**src/rtl/fft_spectrum_scanner.sv**
```systemverilog
// One-pass scan of the FFT power RAM: peak bin/power, low/mid/high band sums
// and a loudness flag, started by each rising edge of the FFT completion level.
module fft_spectrum_scanner #(
  parameter int BITS    = 16,
  parameter int ABITS   = 9,
  parameter int NBINS   = 512,
  parameter int RD_LAT  = 2,
  parameter int MIN_BIN = 1,
  parameter int LOW_END = 32,
  parameter int MID_END = 128,
  parameter int THRESH  = 200
) (
  input  logic                  iStateClk,
  input  logic                  iReset,
  input  logic                  iDone,
  output logic [ABITS-1:0]      oReadAddr,
  input  logic [BITS-1:0]       iPower,
  output logic [ABITS-1:0]      oPeakBin,
  output logic [BITS-1:0]       oPeakPow,
  output logic [BITS+ABITS-1:0] oLowSum,
  output logic [BITS+ABITS-1:0] oMidSum,
  output logic [BITS+ABITS-1:0] oHighSum,
  output logic                  oLoud,
  output logic                  oValid,
  output logic                  oBusy,
  output logic                  oMissed
);
  // state | meaning
  // IDLE  | waiting for an iDone rising edge, read address parked at 0
  // SCAN  | presenting read addresses 0..NBINS-1
  // DRAIN | RD_LAT cycles for in-flight reads to return
  // DONE  | new results presented, oValid high
  typedef enum logic [1:0] {S_IDLE, S_SCAN, S_DRAIN, S_DONE} state_t;

  localparam int SW = BITS + ABITS;
  localparam int CW = (RD_LAT > 1) ? $clog2(RD_LAT) : 1;

  state_t            state_q, state_d;
  logic              done_q;
  logic [ABITS-1:0]  addr_q, addr_d;
  logic [CW-1:0]     cnt_q, cnt_d;
  logic              vld_q [RD_LAT];
  logic [ABITS-1:0]  bin_q [RD_LAT];
  logic [BITS-1:0]   peak_q, peak_d;
  logic [ABITS-1:0]  pbin_q, pbin_d;
  logic [SW-1:0]     low_q, low_d, mid_q, mid_d, high_q, high_d;
  logic [ABITS-1:0]  out_bin_q;
  logic [BITS-1:0]   out_pow_q;
  logic [SW-1:0]     out_low_q, out_mid_q, out_high_q;
  logic              out_loud_q, missed_q;
  logic              start, clr_acc, load_out, smp_vld;
  logic [ABITS-1:0]  smp_bin;
  logic [BITS-1:0]   p_clamp;

  assign start   = iDone & ~done_q;
  assign smp_bin = bin_q[RD_LAT-1];
  assign smp_vld = vld_q[RD_LAT-1] && (smp_bin >= ABITS'(MIN_BIN));
  assign p_clamp = iPower[BITS-1] ? '0 : iPower;

  always_comb begin
    state_d  = state_q;
    addr_d   = addr_q;
    cnt_d    = cnt_q;
    clr_acc  = 1'b0;
    load_out = 1'b0;
    case (state_q)
      S_IDLE: begin
        addr_d = '0;
        if (start) begin
          state_d = S_SCAN;
          clr_acc = 1'b1;
        end
      end
      S_SCAN: begin
        if (addr_q == ABITS'(NBINS-1)) begin
          state_d = S_DRAIN;
          addr_d  = '0;
          cnt_d   = CW'(RD_LAT-1);
        end else begin
          addr_d = addr_q + ABITS'(1);
        end
      end
      S_DRAIN: begin
        if (cnt_q == '0) begin
          state_d  = S_DONE;
          load_out = 1'b1;
        end else begin
          cnt_d = cnt_q - CW'(1);
        end
      end
      S_DONE:  state_d = S_IDLE;
      default: state_d = S_IDLE;
    endcase
  end

  // Ties keep the earlier bin because only a strictly larger power replaces the peak.
  always_comb begin
    peak_d = peak_q;
    pbin_d = pbin_q;
    low_d  = low_q;
    mid_d  = mid_q;
    high_d = high_q;
    if (clr_acc) begin
      peak_d = '0;
      pbin_d = '0;
      low_d  = '0;
      mid_d  = '0;
      high_d = '0;
    end else if (smp_vld) begin
      if (p_clamp > peak_q) begin
        peak_d = p_clamp;
        pbin_d = smp_bin;
      end
      if (smp_bin < ABITS'(LOW_END))      low_d  = low_q + SW'(p_clamp);
      else if (smp_bin < ABITS'(MID_END)) mid_d  = mid_q + SW'(p_clamp);
      else                                high_d = high_q + SW'(p_clamp);
    end
  end

  always_ff @(posedge iStateClk) begin
    if (iReset) begin
      state_q    <= S_IDLE;
      done_q     <= 1'b0;
      addr_q     <= '0;
      cnt_q      <= '0;
      for (int i = 0; i < RD_LAT; i++) begin
        vld_q[i] <= 1'b0;
        bin_q[i] <= '0;
      end
      peak_q     <= '0;
      pbin_q     <= '0;
      low_q      <= '0;
      mid_q      <= '0;
      high_q     <= '0;
      out_bin_q  <= '0;
      out_pow_q  <= '0;
      out_low_q  <= '0;
      out_mid_q  <= '0;
      out_high_q <= '0;
      out_loud_q <= 1'b0;
      missed_q   <= 1'b0;
    end else begin
      state_q  <= state_d;
      done_q   <= iDone;
      addr_q   <= addr_d;
      cnt_q    <= cnt_d;
      // Stage 0 tags the address being presented this cycle.
      vld_q[0] <= (state_d == S_SCAN);
      bin_q[0] <= addr_d;
      for (int i = 1; i < RD_LAT; i++) begin
        vld_q[i] <= vld_q[i-1];
        bin_q[i] <= bin_q[i-1];
      end
      peak_q   <= peak_d;
      pbin_q   <= pbin_d;
      low_q    <= low_d;
      mid_q    <= mid_d;
      high_q   <= high_d;
      missed_q <= start && (state_q != S_IDLE);
      if (load_out) begin
        out_bin_q  <= pbin_q;
        out_pow_q  <= peak_q;
        out_low_q  <= low_q;
        out_mid_q  <= mid_q;
        out_high_q <= high_q;
        out_loud_q <= (peak_q > BITS'(THRESH));
      end
    end
  end

  assign oReadAddr = addr_q;
  assign oPeakBin  = out_bin_q;
  assign oPeakPow  = out_pow_q;
  assign oLowSum   = out_low_q;
  assign oMidSum   = out_mid_q;
  assign oHighSum  = out_high_q;
  assign oLoud     = out_loud_q;
  assign oValid    = (state_q == S_DONE);
  assign oBusy     = (state_q == S_SCAN) || (state_q == S_DRAIN);
  assign oMissed   = missed_q;

endmodule

```
**config.mk**
```make
export PLATFORM = sky130hd
export DESIGN_NAME = fft_spectrum_scanner
export DESIGN_NICKNAME = d
export VERILOG_FILES = /design/src/rtl/fft_spectrum_scanner.sv
export SDC_FILE = /design/constraint.sdc
export NUM_CORES = 1
export LEC_CHECK = 0
export ABC_CLOCK_PERIOD_IN_PS = 3400
export BUFFER_PORTS_ARGS = -buffer_cell sky130_fd_sc_hd__clkbuf_2
export CAP_MARGIN = 10
export CELL_PAD_IN_SITES_DETAIL_PLACEMENT = 2
export CELL_PAD_IN_SITES_GLOBAL_PLACEMENT = 2
export CORE_ASPECT_RATIO = 2
export CORE_UTILIZATION = 31
export DETAILED_ROUTE_END_ITERATION = 6
export PLACE_DENSITY_LB_ADDON = 0.1
export SYNTH_ARGS = -nofsm -noshare
export SYNTH_HDL_FRONTEND = slang
export SYNTH_SLANG_ARGS = --single-unit
```
**constraint.sdc**
```tcl
create_clock -name iStateClk -period 3.4 [get_ports iStateClk]
set_clock_uncertainty 0.1 [all_clocks]
set_input_delay 0.34 -clock iStateClk [delete_from_list [all_inputs] [get_ports iStateClk]]
set_output_delay 0.34 -clock iStateClk [all_outputs]
set_load 0.02 [all_outputs]
```
==> results of run 1 <==
[stage by stage]
step	area (sq um)	TNS, ps	util, %	cells	hold slack, ps
6_report	14500	0	37.3	2225	117
5_1_grt	14500	0	37.3	2225	138
4_1_cts	14500	0	37.3	2225	108
3_5_place_dp	13700	-709	35.4	2185	333
3_3_place_gp	13700	-73.6	35.4	2185	327
2_1_floorplan	12300	0	-	1587	314
[cell type report]
cell class                 instances  area, sq um
clock inverter                     6         70.1
inverter                          41          154
sequential                       224         4480
multi-input combinational       1187         7090
timing repair buffer             214         1350
clock buffer                      33          654
fill                            4623        24300
tap                              520          651
[power groups by stage]
stage	clock (mW)	sequential [mW]	combinational, mW
global placement	0	2.76	1.18
CTS	2.66	2.70	1.22
finish	2.57	2.70	1.18
global route	2.74	2.70	1.30
floorplan	0	2.75	0.757
detailed placement	0	2.76	1.22
[worst max-delay path by stage]
stage / startpoint / endpoint / slack (ps) / cells past startpoint
4_1_cts: mid_q[0]$_SDFFE_PP0P_ / mid_q[20]$_SDFFE_PP0P_ / 370 / 9
2_1_floorplan: iPower[15] / pbin_q[0]$_SDFFE_PP0P_ / 6 / 16
5_1_grt: mid_q[0]$_SDFFE_PP0P_ / mid_q[20]$_SDFFE_PP0P_ / 180 / 9
3_3_place_gp: iPower[15] / low_q[24]$_SDFFE_PP0P_ / -30 / 13
3_5_place_dp: iPower[15] / low_q[20]$_SDFFE_PP0P_ / -150 / 13
6_report: mid_q[0]$_SDFFE_PP0P_ / mid_q[20]$_SDFFE_PP0P_ / 350 / 9
[layer usage]
layer	GRT usage [%]	share of wire (%)	vias to the layer above	routed length [microns]
met1	23.9	37	6060	17600
li1	-	-	5730	-
met5	0	0	-	0
met2	47.1	56	196	26400
met4	12.0	5.0	0	2370
met3	2.45	2.6	91	1230
[cell families after synthesis]
kind of cell / count (synthesis) / synth area share [%]
flops: 224 / 36.5
buf+inv: 176 / 6.09
mux: 33 / 2.69
xor+xnor: 71 / 5.07
fa+ha+maj: 37 / 3.69
compound gates: 433 / 22.2
simple gates: 612 / 23.7
other cells: 1 / 0.0306
[cell usage after synthesis, types with 9 or more instances]
| cell | count | area, sq um |
|---|---|---|
| nand2_1 | 297 | 1110 |
| dfxtp_1 | 224 | 4480 |
| a21oi_1 | 185 | 926 |
| nor2_1 | 97 | 364 |
| clkbuf_1 | 87 | 327 |
| o21ai_0 | 67 | 335 |
| xnor2_1 | 45 | 394 |
| inv_1 | 40 | 150 |
| nand3_1 | 35 | 175 |
| nor2b_1 | 34 | 213 |
| ha_1 | 33 | 413 |
| mux2i_1 | 33 | 330 |
| or3_1 | 26 | 163 |
| xor2_1 | 26 | 228 |
| buf_2 | 25 | 125 |
| a31oi_1 | 24 | 150 |
| and3_1 | 22 | 138 |
| o211ai_1 | 19 | 143 |
| nor3_1 | 17 | 85.1 |
| a21o_1 | 14 | 105 |
| nand2b_1 | 14 | 87.6 |
| buf_4 | 12 | 90.1 |
| o21a_1 | 12 | 90.1 |
| nor4bb_1 | 11 | 110 |
| a22oi_1 | 9 | 67.6 |
| nand4_1 | 9 | 56.3 |
[layout by cell type (no fill, tap or decap), types with 29 or more instances in the layout]
| cell | synthesis | layout |
|---|---|---|
| nand2_1 | 297 | 296 |
| dfxtp_1 | 224 | 224 |
| a21oi_1 | 185 | 183 |
| clkbuf_2 | 2 | 129 |
| nor2_1 | 97 | 97 |
| buf_4 | 12 | 79 |
| o21ai_0 | 67 | 67 |
| xnor2_1 | 45 | 45 |
| inv_1 | 40 | 40 |
| nand3_1 | 35 | 35 |
| mux2i_1 | 33 | 33 |
| ha_1 | 33 | 33 |
| nor2b_1 | 34 | 29 |
[critical path, stage by stage, from the launching register on]
cell and delay, ps:
dfxtp_1 490, ha_1 320, ha_1 230, a21oi_1 50, o22a_1 250, o31ai_2 410, o211ai_1 230, and3b_1 260
nor4_1 390, mux2i_1 230
[registers in the layout (all words and copies together) (netlist names), named ones only]
signal    cells
oHighSum     25
bin_q         9
oLoud         1
high_q       25
oMidSum      25
pbin_q        9
state_q       2
vld_q         2
mid_q        25
done_q        1
oPeakPow     15
cnt_q         1
oMissed       1
low_q        25
peak_q       15
oPeakBin      9
oLowSum      25
[timing repair]
| action | 4_1_cts | 5_1_grt |
|---|---|---|
| endpoints found under the hold margin | 2 | 0 |
| hold buffers | 1 | 0 |
| gates resized for setup | 0 | 0 |
==> summary.txt, run 1 <==
Floorplan
  – Core area: 38,800 sq um
  – Die Width: 143 microns
  – Initial Utilization: 31.6%
  – Ports: 132
  – # rows: 102
  – Die Ht: 283 microns
  – Die area: 40,400 sq um

CTS
  – Clock transition at path regs: 70 ps
  – CTS Sinks: 224
  – Post-CTS Setup Repair Bufs: 0
  – Clock insertion delay at the later pin of the skew report: 560 ps
  – CTS buffer count: 24
  – Htree depth: 1
  – Bufs on Longest Clock Path: 3
  – CTS tree: done
  – Root Buffer: clkbuf_16

Cells and area
  – Fraction of layout cells with a size suffix above 1: 16.4%
  – Layout Nets: 1,744
  – ANT cells: 0
  – Synth-to-Final Area Change: 17.8%

Global route
  – GRT Total Usage: 23.9%
  – Initial antenna violation count: 0
  – First-pass GRT wire length: 74,500 microns
  – Total gr overflow: 0
  – Pin count of the biggest net entering global routing: 102
  – Vias in the first global route: 13,143

Hold path
  – Worst hold path type: input pin to register
  – Hold Crit Depth: 3
  – HP Start: iReset
  – Hold endpoint: mid_q[22]$_SDFFE_PP0P_

Setup path
  – R2R Path Start: mid_q[0]$_SDFFE_PP0P_
  – WS Path Type: register to register
  – Worst r2r path cells: 9
  – CP arrival: 3420 ps
  – Crit Path Max Fanout: 5
  – Crit start category: register
  – Crit path capture type: register
  – R2R Setup Slk: 350 ps
  – Worst Path Required: 3770 ps
  – Worst flop-to-flop path endpoint: mid_q[20]$_SDFFE_PP0P_

Logic synthesis
  – Ys flop type: dfxtp_1
  – Synth warnings: 0
  – Flops & latches, synth: 224
  – Post-Syn Area per Cell: 7.73 sq um
  – Cells after Synth: 1,587
  – Post-synth EDFFs: 0
  – Synth Net Count: 1,639
  – Async SR Flop Fraction: 0%
  – Sequential share of the synthesized area: 36.5%
  – Mapped cell area: 12,300 sq um
  – Synth cell types: 84

Outcome
  – Outcome: completed

Timing
  – Final period utilization: 89.7%
  – Final Hold Viols: 0
  – Setup-failing EPs final: 0
  – Minimum clock period: 3050 ps
  – Unrepaired setup endpoints after global routing: false
  – Count of pins over their slew limit: 0
  – F_max: 0.328 GHz
  – Slew headroom: 37.6%
  – Slew @ Worst Pin: 928 ps
  – Post-route worst setup slack: 350 ps

Power
  – Power Total: 6.45 mW
  – Leak: 5.51 nW
  – Comb power frac: 18.3%
  – Sw Pwr: 2.07 mW
  – Switching Share: 32.1%
  – Clock power share: 39.8%
  – Sequential share of power: 41.9%
  – Pwr dens: 446 nW/um^2
  – IR drop worst, VDD: 401 uV
  – Internal power: 4.37 mW

Placement
  – Setup WS pre-CTS: -151 ps
  – Final weighted congestion in routability-driven placement: 0.862
  – Detailed placer's ending HPWL: 36,000 microns
  – Number of port buffers: 130

Route
  – Final WL: 47,600 microns
  – Drt drc: 0
  – DRT iter0 DRCs: 362
  – Detailed Routing Iterations Pass 1: 4
  – Final ANT Viol Nets: 0
  – WL per Instance: 21.4 microns
  – Detailed-route vias per instance: 5.43
  – Via count: 12,077

Flow run
  – Max cap viols: 0
(Power assumes the default switching activity.)
==> run 2: changes to the inputs <==
Settings changed: ABC_CLOCK_PERIOD_IN_PS 3400 to 3340, CORE_UTILIZATION 31 to 35.
Clock period 3.4 ns to 3.34 ns, I/O delays scaled along.
==> summary.txt, run 2 (synthesis results as in run 1) <==
Outcome
  – Outcome: completed

Floorplan
  – Core area: 34,400 sq um (-11%)
  – Die Width: 134 microns (-5.8%)
  – Die area: 35,900 sq um (-11%)
  – Ports: 132 (unchanged)
  – Die Ht: 267 microns (-5.8%)
  – # rows: 96 (-5.9%)
  – Initial Utilization: 35.7% (+4.1 points)

Setup path
  – R2R Path Start: mid_q[0]$_SDFFE_PP0P_
  – Worst Path Required: 3700 ps (-70 ps)
  – CP arrival: 3450 ps (+30 ps)
  – Worst flop-to-flop path endpoint: mid_q[16]$_SDFFE_PP0P_
  – Crit path capture type: register
  – Crit Path Max Fanout: 5 (unchanged)
  – WS Path Type: register to register
  – R2R Setup Slk: 250 ps (-100 ps)
  – Crit start category: register
  – Worst r2r path cells: 9 (unchanged)

CTS
  – Clock transition at path regs: 60 ps (about the same)
  – Clock insertion delay at the later pin of the skew report: 550 ps (about the same)
  – CTS buffer count: 23 (-4.2%)
  – Bufs on Longest Clock Path: 3 (unchanged)
  – Root Buffer: clkbuf_16
  – Post-CTS Setup Repair Bufs: 0 (unchanged)
  – Htree depth: 1 (unchanged)
  – CTS Sinks: 224 (unchanged)
  – CTS tree: done

Route
  – Via count: 12,153 (+0.63%)
  – Final WL: 46,700 microns (-1.9%)
  – DRT iter0 DRCs: 379 (+4.7%)
  – Drt drc: 0 (unchanged)
  – WL per Instance: 21.8 microns (+1.8%)
  – Detailed Routing Iterations Pass 1: 4 (unchanged)
  – Detailed-route vias per instance: 5.67 (+4.5%)
  – Final ANT Viol Nets: 0 (unchanged)

Global route
  – Initial antenna violation count: 0 (unchanged)
  – Pin count of the biggest net entering global routing: 102 (unchanged)
  – Total gr overflow: 0 (unchanged)
  – Vias in the first global route: 13,248 (+0.80%)
  – GRT Total Usage: 26.4% (+2.5 points)
  – First-pass GRT wire length: 73,700 microns (-1.1%)

Cells and area
  – Commonest non-fill, non-tap cells in the layout: nand2_1 (296), dfxtp_1 (223), a21oi_1 (183), clkbuf_2 (129), nor2_1 (97)
  – Most common cell after layout, fill and taps aside: nand2_1
  – ANT cells: 0 (unchanged)
  – Synth-to-Final Area Change: 16.9%
  – Layout Nets: 1,738 (-0.34%)
  – FILL cells: 4,071 (-12%)
  – Fraction of layout cells with a size suffix above 1: 16.6% (+0.26 points)
  – Final Cell Area: 14,300 sq um (-0.77%)

Placement
  – Number of port buffers: 130 (unchanged)
  – Final weighted congestion in routability-driven placement: 0.891 (+3.3%)
  – Detailed placer's ending HPWL: 34,600 microns (-3.9%)
  – Post-DP Area: 13,600 sq um (-0.99%)

Timing
  – Setup-failing EPs final: 0 (unchanged)
  – Final Hold Viols: 0 (unchanged)
  – F_max: 0.324 GHz (-1.2%)
  – Final period utilization: 92.4% (+2.7 points)
  – WHS: 286 ps (+169 ps)
  – Setup TNS: 0 ps (unchanged)
  – Unrepaired setup endpoints after global routing: false
  – Slew headroom: 32.2% (-5.4 points)
  – Minimum clock period: 3090 ps (+35.7 ps)
  – Slew @ Worst Pin: 1020 ps (+88.8 ps)
  – Count of pins over their slew limit: 0 (unchanged)

Hold path
  – Hold endpoint: peak_q[11]$_SDFFE_PP0P_
  – HP Start: iPower[11]
  – Worst hold path type: input pin to register
  – Hold Crit Depth: 4 (+1)

Power
  – Pwr dens: 462 nW/um^2 (+3.5%)
  – Leak: 5.49 nW (-0.45%)
  – IR drop worst, VDD: 488 uV (+22%)

Flow run
  – Max cap viols: 0 (unchanged)
run 2: cell count changes in the layout (fill, tap and decap cells not counted), sizes merged:
| cell | before | now |
|---|---|---|
| clkinv | 5 | 8 |
| clkbuf | 162 | 156 |
| bufinv | 1 | 2 |
| buf | 84 | 79 |
| clkinvlp | 0 | 4 |
run 2: worst max path at each step:
| stage | cells past startpoint | from | slack [ps] | endpoint |
|---|---|---|---|---|
| final | 9 | mid_q[0]$_SDFFE_PP0P_ | 250 | mid_q[16]$_SDFFE_PP0P_ |
| after global routing | 9 | mid_q[0]$_SDFFE_PP0P_ | 100 | mid_q[16]$_SDFFE_PP0P_ |
| after CTS | 8 | mid_q[7]$_SDFFE_PP0P_ | 160 | mid_q[16]$_SDFFE_PP0P_ |
| after detailed placement | 13 | iPower[15] | -120 | mid_q[16]$_SDFFE_PP0P_ |
| after global placement | 13 | iPower[15] | 3 | mid_q[16]$_SDFFE_PP0P_ |
| after floorplan | 16 | iPower[15] | 10 | pbin_q[0]$_SDFFE_PP0P_ |
run 2: what timing repair did:
item / in CTS / in global routing
endpoints found under the hold margin: 1 / 0
gates resized for setup: 0 / 1
hold buffers: 1 / 0
setup endpoints to repair: 0 / 1
run 2: worst max-delay path, cell delays in order, from the launching register on:
cell and delay, ps:
dfxtp_1 460, ha_1 300, ha_1 240, a21oi_1 70, o22a_1 250, o31ai_2 460
o211ai_1 240, and3b_1 250, or4_1 470, a21oi_1 170
run 2: per-stage QoR:
stage / power, mW / setup WS (ps) / util (%) / instances
finish: 6.62 / 255 / 41.7 / 2143
global route: 6.89 / 97.7 / 41.7 / 2143
CTS: 6.71 / 161 / 41.7 / 2143
detailed placement: 4.04 / -120 / 39.5 / 2101
global placement: 4.00 / 3.34 / 39.5 / 2101
floorplan: 3.57 / 12.3 / - / 1587
run 2: metal layers:
layer / track usage, % / share of wire (%)
met2: 52.3 / 56
met3: 2.79 / 2.3
met5: 0 / 0
met4: 13.5 / 5.2
met1: 26.4 / 37
run 2: final cells by class:
cell class	count	area (sq um)	share of cell area, %
repair buffers	209	1300	9.06
multi-input cells	1187	7100	49.5
clock inverters	14	138	0.960
inverters	41	154	1.07
clock buffers	27	611	4.26
flip-flops and latches	224	4490	31.3
well taps	441	552	3.85
run 2: power by group:
part / internal, mW / total, mW / switching, mW
sequential: 2.71 / 2.75 / 0.0397
combinational: 0.304 / 1.20 / 0.893
clock: 1.47 / 2.68 / 1.21
total: 4.48 / 6.62 / 2.14
